[config.mk]
export PLATFORM = sky130hd
export DESIGN_NAME = uart_autobaud
export DESIGN_NICKNAME = d
export VERILOG_FILES = /design/src/rtl/uart_autobaud_pkg.sv /design/src/rtl/uart_autobaud_sync.sv /design/src/rtl/uart_autobaud.sv
export SDC_FILE = /design/constraint.sdc
export NUM_CORES = 1
export LEC_CHECK = 0
export CAP_MARGIN = 25
export CORE_UTILIZATION = 55
export CTS_CLUSTER_DIAMETER = 50
export DETAILED_ROUTE_END_ITERATION = 6
export PLACE_DENSITY_LB_ADDON = 0.08
export SETUP_SLACK_MARGIN = 0.1
export SLEW_MARGIN = 25
export SYNTH_ARGS = -nofsm -noshare
export SYNTH_HDL_FRONTEND = slang
export SYNTH_SLANG_ARGS = --single-unit
[constraint.sdc]
create_clock -name CLK -period 3.5 [get_ports CLK]
set_input_delay 1.05 -clock CLK [delete_from_list [all_inputs] [get_ports CLK]]
set_output_delay 1.05 -clock CLK [all_outputs]
set_load 0.03 [all_outputs]
[src/rtl/uart_autobaud_pkg.sv]
// uart_autobaud_pkg: FSM states and calibration constants shared by the auto-baud detector.
package uart_autobaud_pkg;
    typedef enum logic [2:0] {IDLE, WAIT_HIGH, WAIT_EDGE, MEASURE, DONE} state_t;
    localparam int CAL_EDGES   = 4;
    localparam int ROUND_SHIFT = 3;
endpackage

[src/rtl/uart_autobaud_sync.sv]
// uart_autobaud_sync: 2-flop rx synchronizer with falling-edge pulse.
// Defining UART_AUTOBAUD_GLITCH_FILTER_EN adds a 3-sample majority filter (one extra cycle latency).
module uart_autobaud_sync (
    input  logic i_clk,
    input  logic i_rst_n,
    input  logic i_rx,
    output logic o_level,
    output logic o_fall
);
    logic r_s1, r_s2, r_prev, w_level;
`ifdef UART_AUTOBAUD_GLITCH_FILTER_EN
    logic r_h1, r_h2;
    always_ff @(posedge i_clk or negedge i_rst_n) begin
        if (!i_rst_n) begin
            r_h1 <= 1'b1;
            r_h2 <= 1'b1;
        end else begin
            r_h1 <= r_s2;
            r_h2 <= r_h1;
        end
    end
    assign w_level = (r_s2 & r_h1) | (r_s2 & r_h2) | (r_h1 & r_h2);
`else
    assign w_level = r_s2;
`endif
    always_ff @(posedge i_clk or negedge i_rst_n) begin
        if (!i_rst_n) begin
            r_s1   <= 1'b1;
            r_s2   <= 1'b1;
            r_prev <= 1'b1;
        end else begin
            r_s1   <= i_rx;
            r_s2   <= r_s1;
            r_prev <= w_level;
        end
    end
    assign o_level = w_level;
    assign o_fall  = r_prev & ~w_level;
endmodule

[src/rtl/uart_autobaud.sv]
// uart_autobaud: measures the bit period of a 0x55 calibration character and reports a UART divisor.
// Optional glitch filter in the synchronizer is enabled by UART_AUTOBAUD_GLITCH_FILTER_EN.
module uart_autobaud
    import uart_autobaud_pkg::*;
#(
    parameter int CNT_WIDTH = 20,
    parameter int MIN_DIV   = 16
) (
    input  logic        CLK,
    input  logic        RSTN,
    input  logic        rx_i,
    input  logic        start_i,
    input  logic        abort_i,
    output logic [15:0] div_o,
    output logic        div_valid_o,
    output logic        busy_o,
    output logic        err_o
);
    state_t               r_state, w_state_n;
    logic [CNT_WIDTH-1:0] r_cnt, w_cnt_n;
    logic [2:0]           r_edges, w_edges_n;
    logic [15:0]          r_div, w_div_n;
    logic                 r_valid, w_valid_n, r_err, w_err_n;
    logic                 w_level, w_fall, w_d_ok;
    logic [CNT_WIDTH:0]   w_d;

    uart_autobaud_sync u_sync (
        .i_clk   (CLK),
        .i_rst_n (RSTN),
        .i_rx    (rx_i),
        .o_level (w_level),
        .o_fall  (w_fall)
    );

    // Count spans 8 bit periods, so divide by 8 rounding to nearest.
    assign w_d    = ({1'b0, r_cnt} + (CNT_WIDTH+1)'(1 << (ROUND_SHIFT - 1))) >> ROUND_SHIFT;
    assign w_d_ok = 64'(w_d) >= 64'(MIN_DIV) && 64'(w_d) <= 64'hFFFF;

    always_comb begin
        w_state_n = r_state;
        w_cnt_n   = r_cnt;
        w_edges_n = r_edges;
        w_div_n   = r_div;
        w_valid_n = 1'b0;
        w_err_n   = r_err;
        if (abort_i) w_state_n = IDLE;
        else begin
            case (r_state)
                IDLE: if (start_i) begin
                    w_state_n = WAIT_HIGH;
                    w_err_n   = 1'b0;
                end
                WAIT_HIGH: if (w_level) w_state_n = WAIT_EDGE;
                WAIT_EDGE: if (w_fall) begin
                    w_state_n = MEASURE;
                    w_cnt_n   = CNT_WIDTH'(1);
                    w_edges_n = 3'd0;
                end
                MEASURE: begin
                    if (w_fall && r_edges == 3'(CAL_EDGES - 1)) w_state_n = DONE;
                    else if (&r_cnt) begin
                        w_state_n = IDLE;
                        w_err_n   = 1'b1;
                    end else begin
                        w_cnt_n   = r_cnt + CNT_WIDTH'(1);
                        w_edges_n = w_fall ? r_edges + 3'd1 : r_edges;
                    end
                end
                DONE: begin
                    w_state_n = IDLE;
                    w_div_n   = w_d_ok ? 16'(w_d) : r_div;
                    w_valid_n = w_d_ok;
                    w_err_n   = r_err | ~w_d_ok;
                end
                default: w_state_n = IDLE;
            endcase
        end
    end

    always_ff @(posedge CLK or negedge RSTN) begin
        if (!RSTN) begin
            r_state <= IDLE;
            r_cnt   <= '0;
            r_edges <= '0;
            r_div   <= '0;
            r_valid <= 1'b0;
            r_err   <= 1'b0;
        end else begin
            r_state <= w_state_n;
            r_cnt   <= w_cnt_n;
            r_edges <= w_edges_n;
            r_div   <= w_div_n;
            r_valid <= w_valid_n;
            r_err   <= w_err_n;
        end
    end

    assign div_o       = r_div;
    assign div_valid_o = r_valid;
    assign busy_o      = r_state != IDLE;
    assign err_o       = r_err;
endmodule

# After elaboration in Yosys (flattened, before gate mapping)
# Index checks and enable logic that the tools add are counted.
# Widths: inputs -> output; s select.
# totals
reg_bits	47
latch_bits	0
ramBits	0
romBits	0
input_bits	5
output_inout_bits	19
elab_cells	68
memories	0
# op_classes
n_addsub	3
mul	0
div_mod_pow	0
magnitude_cmp	2
n_eq_ne	15
n_shift	0
mux	22
bitwise	5
reduce_logical	12
# ops
op	count
$mux 20	3
$pmux 20 s2	1
$mux 3	10
$add 20x3->21 const B	1
$add 20x1->20 const B	1
$reduce_and 20->1	1
$ge 18x5->1 const B	1
$le 18x16->1 const B	1
$ne 2x2->1 const B	6
$pmux 3 s4	1
$reduce_and 5->1	2
$eq 3x2->1 const B	3
$ne 3x3->1 const B	2
$pmux 3 s2	1
$reduce_and 6->1	1
$reduce_bool 3->1	2
$mux 1	5
$ne 4x4->1 const B	1
$reduce_and 4->1	1
$add 3x1->3 const B	1
$eq 3x1->1 const B	1
$eq 3x3->1 const B	1
$logic_not 3->1	1
$ne 3x2->1 const B	1
other kinds (7)	10

# Logic depth before layout (Yosys ltp)
# depth
depth_word	6
depth_mapped	9
ltp_nobuf	8

# By module
# A second synthesis with hierarchy kept.
# hier_totals
cells_unflattened	267
hier_area_um2	2763.9
# modules_own_cells
module	instances	cells_each	area_per_inst_um2
uart_autobaud	1	263	2671.3
uart_autobaud_sync	1	4	92.6

# Worst setup path after synthesis
# OpenSTA, ideal clock, no wires.
# synth_path
kind	input to register
startpoint	input port abort_i
endpoint	register r_cnt[13]
setup_time_ns	0.132
t_arrival_ns	2.579
t_required_ns	3.368
setup_slack_ns	0.789
path_stages	6
path_buffers	0
path_cell_list	nor3b_1 > o211ai_1 > a2111oi_1 > nand4_1 > xor2_1 > nor2_1
# synth_via
elab_chain_cells	2
# synth_rtl
element	line	text
start: declaration	uart_autobaud.sv:13	input logic abort_i,
$not 1->1 (no source line)	-	
$reduce_and 5->1 (no source line)	-	
end signal: assignment	uart_autobaud.sv:90	r_cnt <= w_cnt_n;
end: declaration	uart_autobaud.sv:20	logic [CNT_WIDTH-1:0] r_cnt, w_cnt_n;
# Every way passes these cells.
# A chain may end at the register's enable or synchronous reset.

# Worst setup path after layout
# layout_path
startpoint	register r_cnt[3]
endpoint	register r_div[12], in the netlist div_o[12]
# layout_via
elab_chain_cells	4
word_cells_on_any_way	5
cone_classes	add/sub (1); order compare (2); reduce/logical (2)
# layout_rtl
element	line	text
$add 20x3->21 *	uart_autobaud.sv:36	assign w_d = ({1'b0, r_cnt} + (CNT_WIDTH+1)'(1 << (ROUND_SHIFT - 1))) >> ROUND_SHIFT;
$ge 18x5->1 or $le 18x16->1 (tied branches)	uart_autobaud.sv:37	assign w_d_ok = 64'(w_d) >= 64'(MIN_DIV) && 64'(w_d) <= 64'hFFFF;
$logic_and 1x1->1	uart_autobaud.sv:37	
$reduce_and 3->1 (no source line)	-	
end signal: assignment	uart_autobaud.sv:92	r_div <= w_div_n;
end: declaration	uart_autobaud.sv:22	logic [15:0] r_div, w_div_n;
# Every way passes the cells marked *; elsewhere a longest branch is shown, timed or not.

==> results by group <==
Worst setup path
  • CP max stage cell: a211oi_1
  • Critical Path AT: 3.06 ns
  • Crit Path Max Fanout: 10
  • Setup CP Type: reg -> reg
  • CP required: 3.68 ns
  • CP max stage delay: 0.55 ns
  • Crit start category: flop
  • CP endpoint kind: flop
  • CP Cell Sequence: ha_1 -> and4_1 -> nand3_1 -> mux2i_1 -> a211oi_1 -> a31oi_4 -> buf_12 -> mux2_1

Floorplanning
  • Die height: 72.65 µm
  • Initial core utilization: 0.5774
  • Row count: 25
  • Die area: 5278 µm²
  • Total core area: 4755 µm²
  • Die width: 72.65 µm
  • # IOs: 24

Clock tree
  • Clk_lat worst skew: 0.29 ns
  • CTS tree: yes
  • Post-CTS Setup Bufs: 0
  • Clk buf depth: 2
  • Hold_buf cts: 0
  • CTS Buf Count: 5
  • CTS resizes: 0
  • Clock sinks: 47
  • Clock H-tree levels: 2
  • Clock transition at path regs: 0.08 ns
  • Clock Root Buffer: clkbuf_8

GRT
  • First-pass GRT wire length: 8949 µm
  • Pin count of the biggest net entering global routing: 48
  • Vias in the first global route: 1,861
  • Gr ovfl total: 0
  • Total Routing Usage GR: 0.2205
  • Initial antenna violation count: 0

Drt
  • Detailed Route WL: 5251 µm
  • DR DRC count: 0
  • Drt pass-1 iters: 4
  • First DRT Iteration DRCs: 156
  • ANT nets after route: 0
  • DR vias/cell: 5.580
  • WL/cell: 14.71 µm
  • Vias: 1,992

STA
  • Setup TNS: 0 ns
  • Clock Skew: 0.008370 ns
  • Crit share post-route: 0.8232
  • Max Slew Vio Count: 0
  • RSZ-0062 raised after global routing: no
  • Slew Limit Headroom: 0.5843
  • Hold_ws: 0.3613 ns
  • Worst-margin pin slew: 0.6178 ns
  • Final Hold Fails: 0
  • Max Clk Rate: 347.1 MHz
  • Final setup viols: 0
  • Crit path time final: 2.881 ns

Layout
  • Final Instance Area: 3098 µm²
  • Commonest non-fill, non-tap cell in the layout: dfrtp_1
  • Number of diodes: 0
  • Most frequent cells in the layout: dfrtp_1 (44), nor2_1 (29), nand2_1 (24)
  • Layout Nets: 298
  • Area growth syn-to-layout: 12.85%
  • Core Util, Final: 0.6516
  • Share of layout cells above drive strength 1: 0.1345

Placed design
  • Post-place instance area: 2995 µm²
  • RD Place Congestion: 0.8707
  • HPWL Detailed: 3876 µm
  • I/O Buffers: 23

Yosys
  • Synth Instances: 271
  • Synth Flop Type: dfrtp_1
  • Flops & latches, synth: 47
  • Number of flops mapped to enable cells by yosys: 0
  • Mapped Nets: 280
  • Post-synthesis sequential area ratio: 0.4298
  • Cell area after synthesis: 2745 µm²
  • Mean Syn Cell Area: 10.13 µm²
  • Yosys cell types: 54
  • Synth Warn #: 0
  • Post-synth ARST share: 1.000

Worst hold path
  • Worst Hold Class: reg -> reg

Power and ir drop
  • Leakage power: 1.352 nW
  • VDD IR max: 278.0 µV
  • PD cells: 360.1 nW/µm²

Status
  • Outcome: complete, no violations

Flow run
  • Max-cap violation count: 0
-- flip-flops by register name (all words and copies together), names as in the netlist --
register,flops
r_cnt,20
u_sync.r_prev,1
u_sync.o_level,1
r_edges,3
div_valid_o,1
div_o,16
u_sync.r_s1,1
r_state,3
err_o,1
-- Yosys cell counts, types with 4 or more instances --
cell	instances	area share
dfrtp_1	44	0.40
nor2_1	29	0.040
nand2_1	24	0.033
xnor2_1	18	0.057
xor2_1	13	0.041
nand3_1	11	0.020
nor3_1	11	0.020
o21ai_0	11	0.020
mux2_2	7	0.029
mux2_4	7	0.038
buf_2	6	0.011
a21oi_1	5	0.0091
and4_1	5	0.016
inv_1	5	0.0068
nand4_1	5	0.011
nor4_1	5	0.011
clkbuf_1	4	0.0055
ha_1	4	0.018
mux2i_1	4	0.015
-- stage by stage --
| stage | std cells | worst slack, ns | total power [mW] |
|---|---|---|---|
| 2_1_floorplan | 271 | 0.7888 | 0.7317 |
| 3_3_place_gp | 349 | 0.3818 | 0.7747 |
| 3_5_place_dp | 349 | 0.3610 | 0.7789 |
| 4_1_cts | 357 | 0.6178 | 1.132 |
| 5_1_grt | 357 | 0.4568 | 1.187 |
| 6_report | 357 | 0.6189 | 1.116 |
-- power breakdown --
group          internal [mW]  total (mW)  switching [mW]  leakage [nW]
clock network          0.180       0.349           0.168        0.0515
registers              0.565       0.606          0.0409         0.633
logic                 0.0722       0.161          0.0888         0.668
-- kinds of logic after synthesis --
kind of cell	after synthesis	share of synthesized area
flip-flops	47	0.4298
AO/OA/AOI/OAI	37	0.09389
XOR/XNOR	31	0.09891
adder cells (fa/ha/maj)	4	0.01823
buffers and inverters	21	0.04375
multiplexers	19	0.08569
AND/OR/NAND/NOR	112	0.2297
-- layer usage --
layer / global-route usage / wire (µm) / vias to the layer above / part of all wire
met2: 0.3510 / 2456 / 36 / 0.47
met5: 0 / 0 / - / 0
li1: - / - / 996 / -
met1: 0.3082 / 2546 / 953 / 0.48
met4: 0.06972 / 91 / 0 / 0.017
met3: 0.03729 / 157 / 7 / 0.030
-- worst paths after layout --
kind | from | cells after the start | end | slack (ns)
min reg2reg | u_sync.r_s1$_DFF_PN1_ | 0 | u_sync.o_level$_DFF_PN1_ | 0.36
min | u_sync.r_s1$_DFF_PN1_ | 0 | u_sync.o_level$_DFF_PN1_ | 0.36
max in group asynchronous | RSTN | 1 | u_sync.o_level$_DFF_PN1_ | 2.35
max | r_cnt[3]$_DFFE_PN0P_ | 8 | div_o[12]$_DFFE_PN0P_ | 0.62
min in group asynchronous | RSTN | 1 | div_valid_o$_DFF_PN0_ | 0.75
max reg2reg | r_cnt[3]$_DFFE_PN0P_ | 8 | div_o[12]$_DFFE_PN0P_ | 0.62
-- critical path: cells and delay by family, from the launching register on --
family | cells | cell delay (ns)
compound gates | 2 | 0.82
flops | 1 | 0.45
mux | 2 | 0.47
simple gates | 2 | 0.47
fa+ha+maj | 1 | 0.32
buf+inv | 1 | 0.23
-- layout make-up --
type | instances | area (µm²)
fillers | 397 | 1657
multi-input cells | 203 | 1445
flip-flops and latches | 47 | 1180
repair buffers | 27 | 270.3
clock buffers | 8 | 100.1
well taps | 67 | 83.83
inverters | 5 | 18.77
No activity file was read; power rests on OpenSTA's default activity.
